[config.mk]
export PLATFORM = sky130hd
export DESIGN_NAME = gamma_op_scheduler
export DESIGN_NICKNAME = d
export VERILOG_FILES = /design/src/rtl/gamma_op_scheduler.sv
export SDC_FILE = /design/constraint.sdc
export NUM_CORES = 1
export LEC_CHECK = 0
export CELL_PAD_IN_SITES_DETAIL_PLACEMENT = 0
export CELL_PAD_IN_SITES_GLOBAL_PLACEMENT = 1
export CORE_AREA = 2 2 62 107
export DETAILED_ROUTE_END_ITERATION = 7
export DIE_AREA = 0 0 64 109
export GPL_TIMING_DRIVEN = 0
export PLACE_DENSITY_LB_ADDON = 0.1
export SYNTH_ARGS = -nofsm -noshare
export SYNTH_HDL_FRONTEND = slang
export SYNTH_SLANG_ARGS = --single-unit
[constraint.sdc]
create_clock -name aclk -period 2.2 [get_ports aclk]
set_clock_uncertainty 0.1 [all_clocks]
set_input_delay 0.44 -clock aclk [delete_from_list [all_inputs] [get_ports aclk]]
set_output_delay 0.44 -clock aclk [all_outputs]
set_load 0.01 [all_outputs]
[src/rtl/gamma_op_scheduler.sv]
// gamma_op_scheduler: time-multiplexes one shared race-logic operator among
// NUM_REQ requesters, one operand pair per gamma cycle.
// Each gamma cycle picks a requester round-robin, pulses the operator set,
// drives rising-edge operand lines, timestamps the first op_y edge and
// returns the result on a valid/ready channel.
// Ports:
//   aclk, grst            clock, synchronous active-high reset
//   req_valid/req_ready   per-requester request handshake (ready one-hot, IDLE only)
//   req_ta/req_tb         packed operand edge times, requester i at [i*TIME_W +: TIME_W]
//   op_set/op_a/op_b/op_y operator set pulse, operand lines, operator output
//   gamma_start, busy     gamma-cycle strobe, non-IDLE indicator
//   rsp_*                 result channel: requester id, first-edge time, fired flag
module gamma_op_scheduler #(
    parameter int unsigned NUM_REQ           = 4,
    parameter int unsigned GAMMA_CYCLE_WIDTH = 16,
    parameter int unsigned TIME_W            = 5
) (
    input  logic                          aclk,
    input  logic                          grst,
    input  logic [NUM_REQ-1:0]            req_valid,
    output logic [NUM_REQ-1:0]            req_ready,
    input  logic [NUM_REQ*TIME_W-1:0]     req_ta,
    input  logic [NUM_REQ*TIME_W-1:0]     req_tb,
    output logic                          op_set,
    output logic                          op_a,
    output logic                          op_b,
    input  logic                          op_y,
    output logic                          gamma_start,
    output logic                          busy,
    output logic                          rsp_valid,
    input  logic                          rsp_ready,
    output logic [$clog2(NUM_REQ)-1:0]    rsp_id,
    output logic [TIME_W-1:0]             rsp_ty,
    output logic                          rsp_fired
);

    localparam int unsigned ID_W = $clog2(NUM_REQ);
    localparam logic [TIME_W-1:0] T_LAST = TIME_W'(GAMMA_CYCLE_WIDTH - 1);

    typedef enum logic [1:0] {
        S_IDLE   = 2'd0,
        S_SET    = 2'd1,
        S_RUN    = 2'd2,
        S_REPORT = 2'd3
    } state_e;

    state_e              state_q, state_d;
    logic [TIME_W-1:0]   ta_q, ta_d, tb_q, tb_d;
    logic [TIME_W-1:0]   t_q, t_d, ty_q, ty_d;
    logic [ID_W-1:0]     id_q, id_d, last_q, last_d;
    logic                fired_q, fired_d;
    logic                op_a_q, op_a_d, op_b_q, op_b_d;

    logic                grant_found;
    logic [ID_W-1:0]     grant_idx;
    logic                accept;
    logic [TIME_W-1:0]   sel_ta, sel_tb, t_inc;

    // Round-robin search starting one past the last granted requester.
    always_comb begin : rr_grant
        int unsigned     cand;
        logic [ID_W-1:0] cand_id;
        grant_found = 1'b0;
        grant_idx   = '0;
        cand        = 0;
        cand_id     = '0;
        for (int unsigned k = 1; k <= NUM_REQ; k++) begin
            cand = 32'(last_q) + k;
            if (cand >= NUM_REQ) cand = cand - NUM_REQ;
            cand_id = ID_W'(cand);
            if (!grant_found && req_valid[cand_id]) begin
                grant_found = 1'b1;
                grant_idx   = cand_id;
            end
        end
    end

    assign accept = (state_q == S_IDLE) && grant_found && !grst;
    assign sel_ta = req_ta[32'(grant_idx)*TIME_W +: TIME_W];
    assign sel_tb = req_tb[32'(grant_idx)*TIME_W +: TIME_W];
    assign t_inc  = t_q + TIME_W'(1);

    // State register.
    always_ff @(posedge aclk) begin
        if (grst) state_q <= S_IDLE;
        else      state_q <= state_d;
    end

    // Next-state logic.
    always_comb begin
        state_d = state_q;
        case (state_q)
            S_IDLE:   if (accept) state_d = S_SET;
            S_SET:    state_d = S_RUN;
            S_RUN:    if (t_q == T_LAST) state_d = S_REPORT;
            S_REPORT: if (rsp_ready) state_d = S_IDLE;
            default:  state_d = S_IDLE;
        endcase
    end

    // State-decoded outputs; req_ready stays low while grst is asserted.
    always_comb begin
        req_ready   = '0;
        op_set      = 1'b0;
        gamma_start = 1'b0;
        busy        = 1'b1;
        rsp_valid   = 1'b0;
        case (state_q)
            S_IDLE: begin
                busy = 1'b0;
                if (accept) req_ready[grant_idx] = 1'b1;
            end
            S_SET: begin
                op_set      = 1'b1;
                gamma_start = 1'b1;
            end
            S_REPORT: rsp_valid = 1'b1;
            default: ;
        endcase
    end

    // Datapath next values. Operand lines are registered one cycle ahead so
    // they equal (t >= time) for the t held in t_q, with no decode glitches.
    // Times >= GAMMA_CYCLE_WIDTH never compare true because t stops at T_LAST.
    always_comb begin
        ta_d    = ta_q;
        tb_d    = tb_q;
        id_d    = id_q;
        last_d  = last_q;
        t_d     = t_q;
        fired_d = fired_q;
        ty_d    = ty_q;
        op_a_d  = 1'b0;
        op_b_d  = 1'b0;
        case (state_q)
            S_IDLE: begin
                if (accept) begin
                    ta_d   = sel_ta;
                    tb_d   = sel_tb;
                    id_d   = grant_idx;
                    last_d = grant_idx;
                end
            end
            S_SET: begin
                t_d     = '0;
                fired_d = 1'b0;
                ty_d    = '1;
                op_a_d  = (ta_q == '0);
                op_b_d  = (tb_q == '0);
            end
            S_RUN: begin
                if (op_y && !fired_q) begin
                    fired_d = 1'b1;
                    ty_d    = t_q;
                end
                if (t_q != T_LAST) begin
                    t_d    = t_inc;
                    op_a_d = (t_inc >= ta_q);
                    op_b_d = (t_inc >= tb_q);
                end
            end
            default: ;
        endcase
    end

    // Datapath registers.
    always_ff @(posedge aclk) begin
        if (grst) begin
            ta_q    <= '0;
            tb_q    <= '0;
            id_q    <= '0;
            last_q  <= ID_W'(NUM_REQ - 1);
            t_q     <= '0;
            fired_q <= 1'b0;
            ty_q    <= '0;
            op_a_q  <= 1'b0;
            op_b_q  <= 1'b0;
        end else begin
            ta_q    <= ta_d;
            tb_q    <= tb_d;
            id_q    <= id_d;
            last_q  <= last_d;
            t_q     <= t_d;
            fired_q <= fired_d;
            ty_q    <= ty_d;
            op_a_q  <= op_a_d;
            op_b_q  <= op_b_d;
        end
    end

    assign op_a      = op_a_q;
    assign op_b      = op_b_q;
    assign rsp_id    = id_q;
    assign rsp_ty    = ty_q;
    assign rsp_fired = fired_q;

endmodule

---- After elaboration in Yosys (flattened, before gate mapping) ----
Index checks and enable logic that the tools add are counted.
storage, ports and cells
  input port bits ......................... 48
  register bits after elaboration ......... 29
  output and inout port bits .............. 18
operators by class
  shift operators ......................... 2
  $mul .................................... 1
  $add $sub $neg .......................... 9
  reductions and logical operators ........ 20
  $lt $le $gt $ge ......................... 12
  multiplexer cells ....................... 41
  equality and inequality tests ........... 10
operator list
  cell                                                                      count
  20-bit by 6-bit variable part select with 5-bit output                    2
  2-bit 2-to-1 mux                                                          11
  5-bit case mux with 2 select lines                                        2
  2-bit by 3-bit < comparator with 1-bit output (second input constant)     5
  1-bit 2-to-1 mux                                                          15
  5-bit greater-or-equal comparator                                         2
  5-bit logical NOT                                                         2
  5-bit 2-to-1 mux                                                          2
  2-bit inequality test (second input constant)                             5
  3-bit greater-or-equal comparator (second input constant)                 3
  1-bit binary-select mux with 2-bit select                                 4
  4-bit 2-to-1 mux                                                          2
  2-bit case mux with 4 select lines                                        1
  2-bit by 1-bit subtractor with 2-bit output (second input constant)       4
  1-bit logical AND                                                         7
  2-bit by 2-bit adder with 3-bit output (second input constant)            2
  1-bit case mux with 2 select lines                                        3
  2-bit AND reduction                                                       3
  5-bit by 1-bit adder with 5-bit output (second input constant)            1
  5-bit by 4-bit == test with 1-bit output (second input constant)          1
  1-bit logical NOT                                                         5
  2-bit by 3-bit multiplier with 5-bit output (second input constant)       1
  5-bit by 4-bit inequality test with 1-bit output (second input constant)  1
  2-bit by 3-bit adder with 4-bit output (second input constant)            1
  9 further kinds                                                           10

---- Logic depth before layout (Yosys ltp) ----
  word-level depth ........................ 21
  mapped depth ............................ 8
  depth with buffers taken out ............ 8

---- Worst setup path after synthesis ----
No wires, ideal clock.
  path type ............................... input-to-output
  start ................................... input port req_valid[3]
  end ..................................... output port req_ready[0]
  cell stages on the path ................. 7
  path buffers ............................ 2
  data arrival time ....................... 1.508 ns
  setup slack ............................. 0.152 ns
  cells stage by stage .................... nor2b_1 > o21ai_1 > clkbuf_2 > buf_2 > nand2_1 > a21oi_2 > and2_1
on the way
  longest elaborated chain between the ends .. 18
  elaborated cells between the ends (all ways) .. 31
  classes of those cells .................. order compare: 2; mux: 20; reduce/logical: 9
RTL lines
  what                                                                                                                                                        RTL line  source
  from (decl)                                                                                                                                                 20        input logic [NUM_REQ-1:0] req_valid,
  1-bit binary-select mux with 2-bit select                                                                                                                   71        if (!grant_found && req_valid[cand_id]) begin
  1-bit 2-to-1 mux (not written as such)                                                                                                                      71
  1-bit 2-to-1 mux                                                                                                                                            71
  1-bit logical NOT                                                                                                                                           71
  1-bit logical AND                                                                                                                                           71
  1-bit 2-to-1 mux                                                                                                                                            71
  1-bit logical NOT                                                                                                                                           71
  1-bit logical AND                                                                                                                                           71
  (+2 left out)                                                                                                                                               -
  1-bit logical AND                                                                                                                                           71
  2-bit 2-to-1 mux                                                                                                                                            71
  2-bit by 3-bit < comparator with 1-bit output (not written as such) / 2-bit by 1-bit greater-or-equal comparator with 1-bit output (equally long branches)  111       if (accept) req_ready[grant_idx] = 1'b1;
  1-bit logical AND (not written as such)                                                                                                                     111
  1-bit 2-to-1 mux (not written as such)                                                                                                                      111
  1-bit demux with 2-bit select                                                                                                                               111
  4-bit 2-to-1 mux (*)                                                                                                                                        111
  4-bit 2-to-1 mux (*)                                                                                                                                        108       case (state_q)
  to (decl)                                                                                                                                                   21        output logic [NUM_REQ-1:0] req_ready,
Every way passes the cells marked *; elsewhere a longest branch is shown, timed or not. The select of a mux whose other input is x is not followed.

---- Worst setup path in the final report ----
Ends and elaborated chain as after synthesis.

==> reports/qor.yml <==
synth-main-ff-cell: "dfxtp_1"
post-synth-top-area-cell: "dfxtp_1"
y_dimension_of_the_die_um: 109
maximum_number_of_pins_on_one_net_before_global_route_repair: 11
drtIter0Drc: 49
timing.fmax_mhz: 457.5
critical_path.slowest_cell: "o21ai_2"
nFillCells: 617
power.static_leakage_uw: 0.001297
area.growth.synth_to_final_pct: 55.79
synth-adder-area-share: 0.1024
clk_pin_slew_ps: 60
hold_path.class: "flop to flop"
tritoncts.num_buffers: 5
cp_data_required_time_ps: 1660
grt_first_pass_wirelength_um: 9632
cts_htree_levels: 2
start_util: 0.3188
critPathBufInv: 5
postSynth.asyncResetShare: 0
io_buffer_count: 65
crit_top_cell: "buf_6"
p_clk_frac: 0.135
synth.lib_cells_used.distinct: 41
io_pins: 66
cp_num_cells: 10
dieArea_um2: 6976
cts_buffer_depth: 2
synth_top_family_by_area: "simple AND/OR/NAND/NOR gates"
postLayoutCellArea_um2: 3047
p_switching_uw: 1212
diodes_inserted: 0
ordered_list_of_cells_on_the_worst_path: "buf_2, nor2b_4, o21ai_2, buf_4, buf_6, nand2_4, a21oi_4, buf_6, and2_4, buf_6"
min_period_over_period: 0.9935
max_cap_violations: 0
drtPass1Iterations: 4
r2r-end: "op_a$_SDFF_PP0_"
critPathCaptureType: "output pin"
detailed_place_hpwl_um: 4314
timing.slew.headroom: 0.5896
mappedNetlistNets: 304
grt_pass1_vias: 2083
layout.nets: 390
gp_congestion: 0.7886
post_synthesis_compound_gate_area_fraction: 0.2194
combinationalPowerShare: 0.591
critical_path_peak_fanout: 6
synth_area_um2: 1956
synth.avg_cell_area_um2: 8.148
worstRegToRegCells: 7
finalSetupViolCount: 0
slowest_delay_ps: 150
ys_seq_elements: 29
internal_power_uw: 1912
finalWirelength_um: 5551
layout-drive-gt1-share: 0.2202
tritoncts: "yes"
vdd.ir_drop.worst_mv: 0.4993
finalCriticalPeriod_ps: 2186
fp.dieW_um: 64
yosysWarningCount: 0
global_route_overflow: 0
totalNegativeSetupSlack_ps: 0
post-route-drc-count: 0
seq_area_frac_synth: 0.2969
area_share_of_and_or_nand_nor_cells_after_synthesis: 0.2246
rsz0062_at_grt: "true"
vias_per_cell: 4.872
regToRegSetupSlack_ps: 110
synth_edf_count: 0
yosysMostFrequentCell: "dfxtp_1"
synth.top_cell.area_share: 0.2969
routedWlPerCell_um: 13.64
cells_after_synthesis: 240
post_dp_cell_area_um2: 2706
arrival_ps: 1650
via_count: 1983
drt.antenna.violating_nets: 0
slew_viol_final: 0
start_kind: "input port"
power_per_cell_area_nw_per_um2: 1025
synth.area.mux_share: 0.07166
floorplan.core_area_um2: 6133
outcome: "finished, final reports clean"
num_rows: 38
synth_xor_area_frac: 0.008957
grt_antenna_before_repair: 0
switching_share: 0.3879
grtUsageTotal: 0.1778
worst_slew_pin_slew_ps: 611.6
startpoint: "req_valid[3]"
synth_area_leaders: "dfxtp_1, ha_1, mux2i_1"
cp-endpoint: "req_ready[0]"
path_delay_family: "buffers and inverters"
tritoncts_num_sinks: 29
sequentialPowerShare: 0.274
ys_top_cells_by_count: "dfxtp_1, inv_1, ha_1"
worst_hold_startpoint: "rsp_id[1]$_SDFFE_PP0P_"
rr_startpoint: "t_q[0]$_SDFFE_PP0P_"
timing.final.hold_violations: 0
clock_latency_ps: 280
worstSetupPathType: "input port to output pin"
clock_tree.root_cell: "clkbuf_8"
cells in the final DEF, fill, tap and decap left out, drive strengths merged:
| cell | count |
|---|---|
| and3b | 1 |
| buf | 31 |
| mux2i | 14 |
| clkdlybuf4s50 | 55 |
| o21ai | 19 |
| dfxtp | 29 |
| or4 | 3 |
| inv | 23 |
| o21a | 1 |
| a21o | 5 |
| clkinvlp | 1 |
| or2 | 2 |
| a2bb2oi | 1 |
| o221ai | 8 |
| o22ai | 1 |
| and4 | 9 |
| xnor2 | 1 |
| a211oi | 2 |
| and3 | 1 |
| a22oi | 2 |
| clkdlybuf4s15 | 1 |
| clkbuf | 7 |
| and2 | 2 |
| o22a | 1 |
| nand2b | 7 |
| a31oi | 9 |
| nand3b | 1 |
| o211ai | 2 |
| nand3 | 5 |
| nand2 | 12 |
| xor2 | 1 |
| ha | 16 |
| nor3 | 15 |
| nor2 | 15 |
| dlymetal6s2s | 1 |
| nor2b | 6 |
| clkinv | 2 |
| a21oi | 14 |
| dlygate4sd2 | 1 |
worst reg2reg max path, cell delays in order, from the launching register on:
cell	delay, ps
dfxtp_2	360
ha_1	260
and3_1	210
ha_1	230
nor2b_2	300
and3b_1	320
nand2_1	70
o21ai_0	160
how the worst min path moves through the flow:
stage	end	slack [ps]	cells past startpoint
2_1_floorplan	rsp_id[1]$_SDFFE_PP0P_	370	2
3_3_place_gp	rsp_id[1]$_SDFFE_PP0P_	330	2
3_5_place_dp	rsp_id[1]$_SDFFE_PP0P_	340	2
4_1_cts	rsp_id[1]$_SDFFE_PP0P_	350	2
5_1_grt	rsp_id[1]$_SDFFE_PP0P_	380	2
6_report	rsp_id[1]$_SDFFE_PP0P_	340	2
metrics by stage:
| stage | utilization | total power [uW] | std cells | setup slack [ps] | hold WS (ps) |
|---|---|---|---|---|---|
| final | 0.4967 | 3124 | 407 | 14.31 | 344.2 |
| after global routing | 0.4967 | 3404 | 407 | -36.46 | 380.4 |
| after CTS | 0.4884 | 3055 | 405 | -67.71 | 347.8 |
| after detailed placement | 0.4412 | 2369 | 385 | -1143 | 337.2 |
| after global placement | 0.4412 | 2360 | 385 | -1139 | 333.5 |
| after floorplan | - | 1813 | 240 | 152.0 | 366.6 |
repair_timing:
item,4_1_cts,5_1_grt
gates resized for setup,69,16
buffers inserted,12,4
endpoints found under the setup margin,20,8
hold buffers,0,0
pin swaps,8,7
endpoints found under the hold margin,0,0
registers in the layout (all words and copies together) (netlist names), 2 cells and up:
| name | cells |
|---|---|
| rsp_ty | 5 |
| t_q | 5 |
| ta_q | 5 |
| tb_q | 5 |
| last_q | 2 |
| rsp_id | 2 |
| state_q | 2 |
layout make-up:
type / instances / area (um^2) / area share
buffer: 10 / 67.56 / 0.02218
clock buffer: 5 / 68.82 / 0.02259
clock inverter: 3 / 17.52 / 0.005749
inverter: 23 / 86.33 / 0.02834
multi-input combinational: 176 / 1366 / 0.4485
sequential: 29 / 591.8 / 0.1943
tap: 80 / 100.1 / 0.03285
timing repair buffer: 81 / 748.2 / 0.2456
layer usage:
| layer | global-route usage | routed length [um] | vias up |
|---|---|---|---|
| met1 | 0.1672 | 1944 | 892 |
| met5 | 0 | 0 | - |
| met4 | 0.07453 | 68 | 0 |
| met2 | 0.3661 | 3358 | 50 |
| met3 | 0.02580 | 179 | 6 |
| li1 | - | - | 1035 |
kinds of logic (layout without fill, tap and decap cells):
group                      count (synthesis)  in the layout
AOI/OAI and AO/OA                         65             65
adders and majority gates                 16             16
xor gates and xnor gates                   2              2
and+or+nand+nor                           79             79
muxes                                     14             14
buffers and inverters                     35            122
DFF                                       29             29
power groups by stage:
stage	registers (uW)	clock network [uW]	logic (uW)
after CTS	847	441	1770
after global placement	840	0	1520
after detailed placement	843	0	1530
after floorplan	847	0	966
final	855	423	1850
after global routing	878	463	2060
(Power assumes the default switching activity.)
==> RTL edit, RTL diff (config.mk and constraints unchanged) <==
Put one more register stage on the output `rsp_fired`, cleared by the reset. The value now appears one clock later. The other outputs are not delayed to match.
--- a/src/rtl/gamma_op_scheduler.sv
+++ b/src/rtl/gamma_op_scheduler.sv
@@ -192,7 +192,13 @@
     assign op_b      = op_b_q;
     assign rsp_id    = id_q;
     assign rsp_ty    = ty_q;
-    assign rsp_fired = fired_q;
+    always_ff @(posedge aclk) begin
+        if (grst) begin
+            rsp_fired <= '0;
+        end else begin
+            rsp_fired <= fired_q;
+        end
+    end
 
 endmodule
 
Check against the original RTL: not equivalent (Yosys sat finds a counterexample within 4 cycles, from zero or initial values and one cycle with grst high).
==> RTL edit against the unedited design <==
- the run now ends with negative setup slack left
- area after synthesis increased by 3.3%
- sequential cell count increased by 1
- worst setup slack got worse by 0.032 ns
- power increased by 6.6%
- non-clock buffer count increased by 8
- global-route usage decreased by 0.12 points
- sequential power increased by 2%
- sequential share of layout area decreased by 0.15 points
- fmax decreased by 1.4%
- design area increased by 4.0%
- wire length increased by 2.5%
- clock power increased by 31%
- critical path type is now reg -> out
- critical endpoint unchanged
- largest cell class unchanged
==> RTL edit: results (changes against the unedited design) <==
metric,value,unit,change
place_congestion,0.816,,+3.5%
intPower,2.12,mW,+11%
drive_gt1_share,22.6,%,+0.53 points
wl_met2,3330,µm,-0.95%
reg2reg_to,tb_q[4]$_SDFFE_PP0P_,,
hp-class,reg -> reg,,
placed_cells,387,,+0.52%
crit_arrival,1.68,ns,+0.03 ns
wl_met3,182,µm,+1.7%
synth.yosys.seq_area_share,29.7,%,+0.035 points
path_delay_family,simple AND/OR/NAND/NOR gates,,
max_slew_margin,69.3,%,+10 points
synth_top_area_share,29.7,%,+0.035 points
dp_hpwl,4440,µm,+2.9%
grtUsageMet3,2.89,%,+0.31 points
wl_per_cell,13.6,µm,about the same
synthCells,242,,+0.83%
setup_ws,-0.0174,ns,-0.0317 ns
detailedRoute.firstPassIterationCount,4,,unchanged
reg2reg_depth,13,,+6
grt_pass1_wl,9420,µm,-2.2%
routed_wl,5690,µm,+2.5%
leakagePower,1.37,nW,+5.6%
yosysUniqueCellTypes,44,,+7.3%
grt_use_met2,36.6,%,unchanged
die_area,6980,µm²,unchanged
timing.rr.start,state_q[0]$_SDFFE_PP0P_,,
gr-usage-all-layers,17.7,%,-0.12 points
combPwrFrac,57.2,%,-1.9 points
path_max_fanout,4,,-2
worstHoldStart,rsp_id[1]$_SDFFE_PP0P_,,
sequentialPower,0.874,mW,+2%
vias_per_cell,4.84,,-0.63%
r2r_setup_slack,0.12,ns,
holdPathStages,2,,unchanged
grt_use_met1,16.4,%,-0.35 points
violations,negative setup slack,,
clock_latency,0.29,ns,
synthTopCellsByCount,"dfxtp_1, inv_1, ha_1, nand2_1, nor2_1",,
nets,400,,+2.6%
synthTopCellsByArea,"dfxtp_1, ha_1, mux2i_1",,
syn_nets,306,,+0.66%
sw_frac_of_total,36.4,%,-2.4 points
outcome,finished with violations,,
setup_viol,3,,+3
first_iter_violations,65,,+33%
grt_max_degree,20,,+9
irDropWorstVdd,456,µV,-8.8%
placed_cell_area,2770,µm²,+2.4%
slowest_stage,dfxtp_4,,
drt-met1-wl,2080,µm,+7.0%
cpPeakStageDelay,0.36,ns,+0.21 ns
-- RTL edit: changes by cell type after synthesis, moves of 2 or more --
cell / unedited run / this run
nor2b_1: 5 / 3
nand3_1: 5 / 3
clkbuf_8: 0 / 2
o21ai_0: 14 / 4
buf_2: 7 / 4
o21ai_1: 3 / 11
nand2_1: 12 / 15
-- RTL edit: how the worst max path moves through the flow --
stage,endpoint,startpoint
floorplan,req_ready[3],req_valid[2]
global placement,req_ready[2],req_valid[3]
detailed placement,req_ready[2],req_valid[3]
CTS,req_ready[2],last_q[0]$_SDFFE_PP1P_
global route,req_ready[2],state_q[0]$_SDFFE_PP0P_
finish,req_ready[0],state_q[0]$_SDFFE_PP0P_
-- RTL edit: per-stage QoR --
stage	worst slack (ns)	hold slack (ns)	utilization (%)	TNS (ns)
floorplan	0.0694	0.365	-	0
global placement	-1.13	0.344	45.2	-8.29
detailed placement	-1.15	0.357	45.2	-8.61
CTS	-0.0989	0.367	50.2	-0.319
global route	-0.0825	0.387	51.7	-0.201
finish	-0.0174	0.369	51.7	-0.0423
-- RTL edit: final cells by class --
class / count / area (µm²)
tap: 80 / 100
clock inverter: 3 / 40.0
fill: 595 / 2970
inverter: 23 / 91.3
timing repair buffer: 90 / 826
clock buffer: 5 / 68.8
multi-input combinational: 177 / 1320
sequential: 30 / 611
buffer: 9 / 111
-- RTL edit: cells by family (layout without fill, tap and decap cells) --
group,Yosys count,in the layout,share of synthesized area (%)
adders and majority gates,16,16,9.91
muxes,14,14,6.93
xor gates and xnor gates,2,2,0.867
DFF,30,30,29.7
and+or+nand+nor,81,81,22.8
AOI/OAI and AO/OA,64,64,21.1
buffers and inverters,35,130,8.67
-- RTL edit: repair_timing --
item	CTS	global route
endpoints found under the setup margin	15	11
gates resized for setup	65	14
pin swaps	7	8
setup buffers	16	9
